===== config.mk =====
export PLATFORM = sky130hd
export DESIGN_NAME = decoder_scan
export DESIGN_NICKNAME = d
export VERILOG_FILES = /design/src/rtl/decoder_scan.sv
export SDC_FILE = /design/constraint.sdc
export NUM_CORES = 1
export LEC_CHECK = 0
export CELL_PAD_IN_SITES_DETAIL_PLACEMENT = 2
export CELL_PAD_IN_SITES_GLOBAL_PLACEMENT = 2
export CORE_MARGIN = 2
export CORE_UTILIZATION = 29
export CTS_CLUSTER_DIAMETER = 60
export DETAILED_ROUTE_END_ITERATION = 8
export GPL_ROUTABILITY_DRIVEN = 0
export GPL_TIMING_DRIVEN = 0
export PLACE_DENSITY_LB_ADDON = 0.12
export SYNTH_ARGS = -nofsm -noshare
export SYNTH_HDL_FRONTEND = slang
export SYNTH_SLANG_ARGS = --single-unit
export TNS_END_PERCENT = 50

===== constraint.sdc =====
create_clock -name clk -period 2 [get_ports clk]
set_input_delay 0.4 -clock clk [delete_from_list [all_inputs] [get_ports clk]]
set_output_delay 0.4 -clock clk [all_outputs]
set_load 0.02 [all_outputs]

===== src/rtl/decoder_scan.sv =====
// Registered N-to-2^N one-hot decoder: DIRECT decodes din with 1-cycle latency at full rate (din_ready = en & ~mode), SCAN walks lines holding each DWELL cycles.
// Optional DECODER_SCAN_WRAP_EN adds scan_wrap, a one-cycle pulse on the edge where the scan index wraps to 0.
module decoder_scan #(
  parameter int N_IN  = 3,
  parameter int DWELL = 4
) (
  input  logic                 clk,
  input  logic                 rst,
  input  logic                 en,
  input  logic                 mode,
  input  logic                 din_valid,
  output logic                 din_ready,
  input  logic [N_IN-1:0]      din,
  output logic [2**N_IN-1:0]   dout,
  output logic                 dout_valid,
  output logic [N_IN-1:0]      idx
`ifdef DECODER_SCAN_WRAP_EN
  ,
  output logic                 scan_wrap
`endif
);

  localparam int OW = 2**N_IN;
  localparam int CW = (DWELL > 1) ? $clog2(DWELL) : 1;

  typedef enum logic [1:0] {IDLE, DIRECT, SCAN} state_t;

  state_t          state, state_nxt;
  logic [CW-1:0]   cnt, cnt_nxt;
  logic [N_IN-1:0] idx_nxt;
  logic [OW-1:0]   dout_nxt;
  logic            valid_nxt;
  logic            xfer;
  logic            last_dwell;

  assign din_ready  = en & ~mode;
  assign xfer       = din_valid & din_ready;
  assign last_dwell = (cnt == CW'(DWELL - 1));

  always_comb begin
    state_nxt = state;
    cnt_nxt   = cnt;
    idx_nxt   = idx;
    dout_nxt  = dout;
    valid_nxt = dout_valid;
    if (!en) begin
      state_nxt = IDLE;
      cnt_nxt   = '0;
      idx_nxt   = '0;
      dout_nxt  = '0;
      valid_nxt = 1'b0;
    end else if (!mode) begin
      state_nxt = DIRECT;
      cnt_nxt   = '0;
      // A transfer on the entry edge wins over the entry clear.
      if (xfer) begin
        idx_nxt   = din;
        dout_nxt  = OW'(1) << din;
        valid_nxt = 1'b1;
      end else if (state != DIRECT) begin
        idx_nxt   = '0;
        dout_nxt  = '0;
        valid_nxt = 1'b0;
      end
    end else begin
      state_nxt = SCAN;
      valid_nxt = 1'b1;
      if (state != SCAN) begin
        cnt_nxt  = '0;
        idx_nxt  = '0;
        dout_nxt = OW'(1);
      end else if (last_dwell) begin
        cnt_nxt  = '0;
        idx_nxt  = idx + N_IN'(1);
        dout_nxt = OW'(1) << idx_nxt;
      end else begin
        cnt_nxt  = cnt + CW'(1);
      end
    end
  end

  always_ff @(posedge clk or posedge rst) begin
    if (rst) begin
      state      <= IDLE;
      cnt        <= '0;
      idx        <= '0;
      dout       <= '0;
      dout_valid <= 1'b0;
    end else begin
      state      <= state_nxt;
      cnt        <= cnt_nxt;
      idx        <= idx_nxt;
      dout       <= dout_nxt;
      dout_valid <= valid_nxt;
    end
  end

`ifdef DECODER_SCAN_WRAP_EN
  // Only a continuing scan can wrap; the entry edge lands on line 0 without wrapping.
  always_ff @(posedge clk or posedge rst) begin
    if (rst)
      scan_wrap <= 1'b0;
    else
      scan_wrap <= en & mode & (state == SCAN) & last_dwell & (idx == N_IN'(OW - 1));
  end
`endif

endmodule


# After elaboration in Yosys (flattened, before gate mapping)
# Index checks and enable logic that the tools add are counted.
[word_totals]
register_bits = 16
input_bits = 8
[op_classes]
n_mux = 22
n_shift = 2
n_reduce_logical = 1
bitwise_logic = 3
eq_ne = 5
addsub = 2
[ops]
columns = ["operator", "count"]
rows = [
  ["$mux W8", 6],
  ["$mux W3", 6],
  ["$shl A1 B3 Y8 const A", 2],
  ["$mux W2", 6],
  ["$mux W1", 4],
  ["$ne A4 B1 Y1 const B", 1],
  ["$ne A4 B2 Y1 const B", 1],
  ["$add A3 B1 Y3 const B", 1],
  ["$add A2 B1 Y2 const B", 1],
  ["$and A1 B1 Y1", 2],
  ["$eq A2 B2 Y1 const B", 1],
  ["$ne A2 B1 Y1 const B", 1],
  ["$ne A2 B2 Y1 const B", 1],
  ["$reduce_and A2 Y1", 1],
  ["$not A1 Y1", 1],
]

# Longest topological paths before layout
[logic_depth]
depth_word = 6
mapped_depth = 6

# Worst setup path after synthesis
# No wires, ideal clock.
[synth_path]
path_kind = "register -> register"
start = "register idx[0]"
end = "register dout[0]"
period_less_slack_ns = 1.523
stages_incl_launch_ff = 6
arrival_ns = 1.398
required_ns = 1.876
path_slack_ns = 0.477
cell_sequence = "dfrtp_1 ha_1 xnor2_1 a211o_1 a22oi_1 a21oi_1"
[synth_between]
elab_chain_cells = 6
[synth_lines]
columns = ["item", "line_no", "source"]
rows = [
  ["from (decl)", "16", "output logic [N_IN-1:0] idx"],
  ["from (signal assigned)", "92", "idx <= idx_nxt;"],
  ["$add A3 B1 Y3", "74", "idx_nxt = idx + N_IN'(1);"],
  ["$shl A1 B3 Y8", "75", "dout_nxt = OW'(1) << idx_nxt;"],
  ["$mux W8", "72", "end else if (last_dwell) begin"],
  ["$mux W8", "68", "if (state != SCAN) begin"],
  ["$mux W8", "52", "end else if (!mode) begin"],
  ["$mux W8", "46", "if (!en) begin"],
  ["to (signal assigned)", "93", "dout <= dout_nxt;"],
  ["to (decl)", "14", "output logic [2**N_IN-1:0] dout,"],
]
# No other way between the ends. The select of a mux whose other input is x is not followed.
# A chain may end at the register's enable or synchronous reset.

# Worst setup path in the final report
[layout_path]
start = "input port en"
end = "output port din_ready"
[layout_between]
elab_chain_cells = 1
[layout_lines]
columns = ["item", "line_no", "source"]
rows = [
  ["from (decl)", "9", "input logic en,"],
  ["$and A1 B1 Y1", "36", "assign din_ready = en & ~mode;"],
  ["to (decl)", "12", "output logic din_ready,"],
]
# No other way between the ends.

==> impl_metrics.csv <==
group,metric,value,unit
placement,placed_area,1100,sq um
clock_tree,clock-sinks,16,
logic_synthesis,ys_async_sr_fraction,100,%
logic_synthesis,yosys_warnings,0,
logic_synthesis,synthFlopType,"dfrtp_1",
routing,final_antenna_net_count,0,
die,dieWidth,58.6,um
die,dieArea,3430,sq um
critical_path,arrival,1.48,ns
clock_tree,cts_max_level,1,
clock_tree,post_cts_buffers,0,
sta,hold_violations,0,
logic_synthesis,seq_area_frac_synth,46.4,%
sta,maxSlewViolCount,0,
sta,fin_crit,1.88,ns
pwr,p_leak,0.534,nW
grt,antenna_found_initial,0,
cells_and_area,stdcell_area,1150,sq um
die,rows,19,
pwr,p_per_area,630,nW/um^2
critical_path,end_kind,"output port",
grt,grt_max_degree,17,
critical_path,crit_buf_inv,2,
die,io_pins,21,
critical_path,crit_type,"input pin to output port",
clock_tree,holdBufCountCts,0,
logic_synthesis,synth_edf_count,0,
sta,timing.slew.headroom,57.3,%
sta,setup_viol,0,
routing,vias,731,
sta,clock.fmax,0.532,GHz
routing,drt_first_iter_violations,17,
logic_synthesis,syn-cell-area,863,sq um
die,core_area,2780,sq um
die,start_util,31.0,%
routing,post-route-drc-count,0,
critical_path,cp_cell_sequence,"clkdlybuf4s50_1 -> and2b_2 -> dlygate4sd2_1",
min_path,hold_class,"flip-flop to flip-flop",
critical_path,cp_max_fo,6,
logic_synthesis,syn_nets,96,
sta,fin_crit_sh,94.1,%
pwr,vdd_drop_max,0.435,mV
placement,portBuffers,20,
clock_tree,cts_root_buffer,"clkbuf_4",
routing,first_pass_iters,4,
logic_synthesis,ys_types,25,
grt,grt_use_total,15.9,%
clock_tree,cts_max_path_buffers,2,
outcome,run_status,"completed",
cells_and_area,drive_gt1_share,11.3,%
logic_synthesis,yosysMostFrequentCell,"dfrtp_1",
cells_and_area,area_delta_synth_final,32.9,%
critical_path,crit_family,"buffers and inverters",
clock_tree,cts_tree,"built",
die,die-height,58.6,um
placement,hpwlAfterDp,1720,um
logic_synthesis,ys_top_cells_by_area,"dfrtp_1, ha_1, nor2_1",
routing,routed_via_density,5.34,
routing,drt-total-wl,2350,um
logic_synthesis,yosys.area.top_type,"dfrtp_1",
logic_synthesis,synth-seq-cells,16,
critical_path,crit_path_start_kind,"input pin",
logic_synthesis,ys_top_cells_by_count,"dfrtp_1, nor2_1, a21oi_1, a22oi_1, ha_1",
grt,first_global_vias,796,
logic_synthesis,syn_inst,82,
cells_and_area,fill_cells,312,
sta,tightestPinTransition,0.640,ns
clock_tree,clk_pin_slew,0.10,ns
critical_path,cp_slowest_stage_delay,0.57,ns
sta,fin_skew,0.00271,ns
critical_path,cp_slowest_cell,"clkdlybuf4s50_1",
grt,grt_pass1_wl,3990,um
cells_and_area,num-nets-final,121,
pwr,total_power,0.722,mW
logic_synthesis,postSynthAreaPerCell,10.5,sq um
sta,rsz0062_at_grt,"no",
cells_and_area,n_antenna_cell,0,
logic_synthesis,yosysTopAreaCellShare,46.4,%
run,cap_violations,0,
clock_tree,clk-insertion-delay-late,0.30,ns
grt,overflow,0,
routing,routedWlPerCell,17.2,um
clock_tree,cts_buffers,3,
critical_path,required,1.60,ns
timing repair:
action                                  4_1_cts  5_1_grt
resized for setup                             1        2
endpoints found under the setup margin        1        3
hold endpoints to repair                      0        0
placed cells by master (no fill, tap or decap), types with 2 or more instances in the layout:
cell | Yosys | final
clkdlybuf4s50_1 | 0 | 18
dfrtp_1 | 16 | 16
nor2_1 | 14 | 14
a21oi_1 | 10 | 10
a22oi_1 | 6 | 6
ha_1 | 6 | 6
inv_1 | 4 | 4
and2b_1 | 3 | 3
a32oi_1 | 3 | 3
clkbuf_4 | 0 | 3
buf_6 | 2 | 2
and2_1 | 2 | 2
nand3_1 | 2 | 2
routing by layer:
metal | up-vias | part of all wire [%] | GRT usage [%]
li1 | 345 | - | -
met1 | 367 | 49 | 21.7
met2 | 14 | 46 | 24.2
met3 | 5 | 2.8 | 3.30
met4 | 0 | 1.9 | 6.98
met5 | - | 0 | 0
logic make-up after synthesis:
family | after synthesis | share of synthesized area, %
compound gates | 23 | 17.8
flops | 16 | 46.4
fa+ha+maj | 6 | 8.70
simple gates | 30 | 21.7
buf+inv | 6 | 4.35
xor+xnor | 1 | 1.01
sequential cells by signal, indices dropped and copies added (netlist names):
register	cells
idx	3
cnt	2
state	2
dout	8
dout_valid	1
cell type report:
class                           count  area (sq um)  share of cell area, %
Clock buffer                        4          36.3                   3.16
Sequential cell                    16           400                   34.9
Inverter                            4          15.0                   1.31
Buffer                              2          22.5                   1.96
Timing Repair Buffer               20           201                   17.6
Multi-Input combinational cell     60           433                   37.7
Tap cell                           31          38.8                   3.38
report_power, final:
| group | switching [mW] | total (mW) | internal [mW] | leakage (nW) |
|---|---|---|---|---|
| Clock | 0.121 | 0.232 | 0.111 | 0.0210 |
| Sequential | 0.0154 | 0.355 | 0.340 | 0.214 |
| Combinational | 0.0720 | 0.136 | 0.0637 | 0.299 |
| Total | 0.208 | 0.722 | 0.515 | 0.534 |
worst paths after layout:
| path | from | endpoint | slack [ns] | depth (start not counted) |
|---|---|---|---|---|
| worst max-delay path | en | din_ready | 0.12 | 3 |
| worst min-delay path | cnt[0] | cnt[0] | 0.45 | 1 |
| worst max register to register | idx[0] | dout[0] | 0.30 | 5 |
| worst min register to register | cnt[0] | cnt[0] | 0.45 | 1 |
| max in group asynchronous | rst | cnt[1] | 1.12 | 2 |
| min in group asynchronous | rst | idx[2] | 0.47 | 2 |
worst register-to-register path, stage by stage, from the launching register on:
cell	delay, ns
dfrtp_1	0.48
ha_1	0.26
xnor2_2	0.19
a211o_1	0.31
a22oi_1	0.23
a21oi_1	0.12
metrics by stage:
step	std cells	hold slack, ns	worst slack (ns)	utilization, %	setup TNS, ns
6_report	137	0.450	0.119	41.3	0
5_1_grt	137	0.476	0.0634	41.3	0
4_1_cts	137	0.454	0.0227	40.9	0
3_5_place_dp	133	0.439	-0.203	39.6	-0.203
3_3_place_gp	133	0.433	-0.187	39.6	-0.187
2_1_floorplan	82	0.314	0.477	-	0
Power figures use the tool's default switching activity.
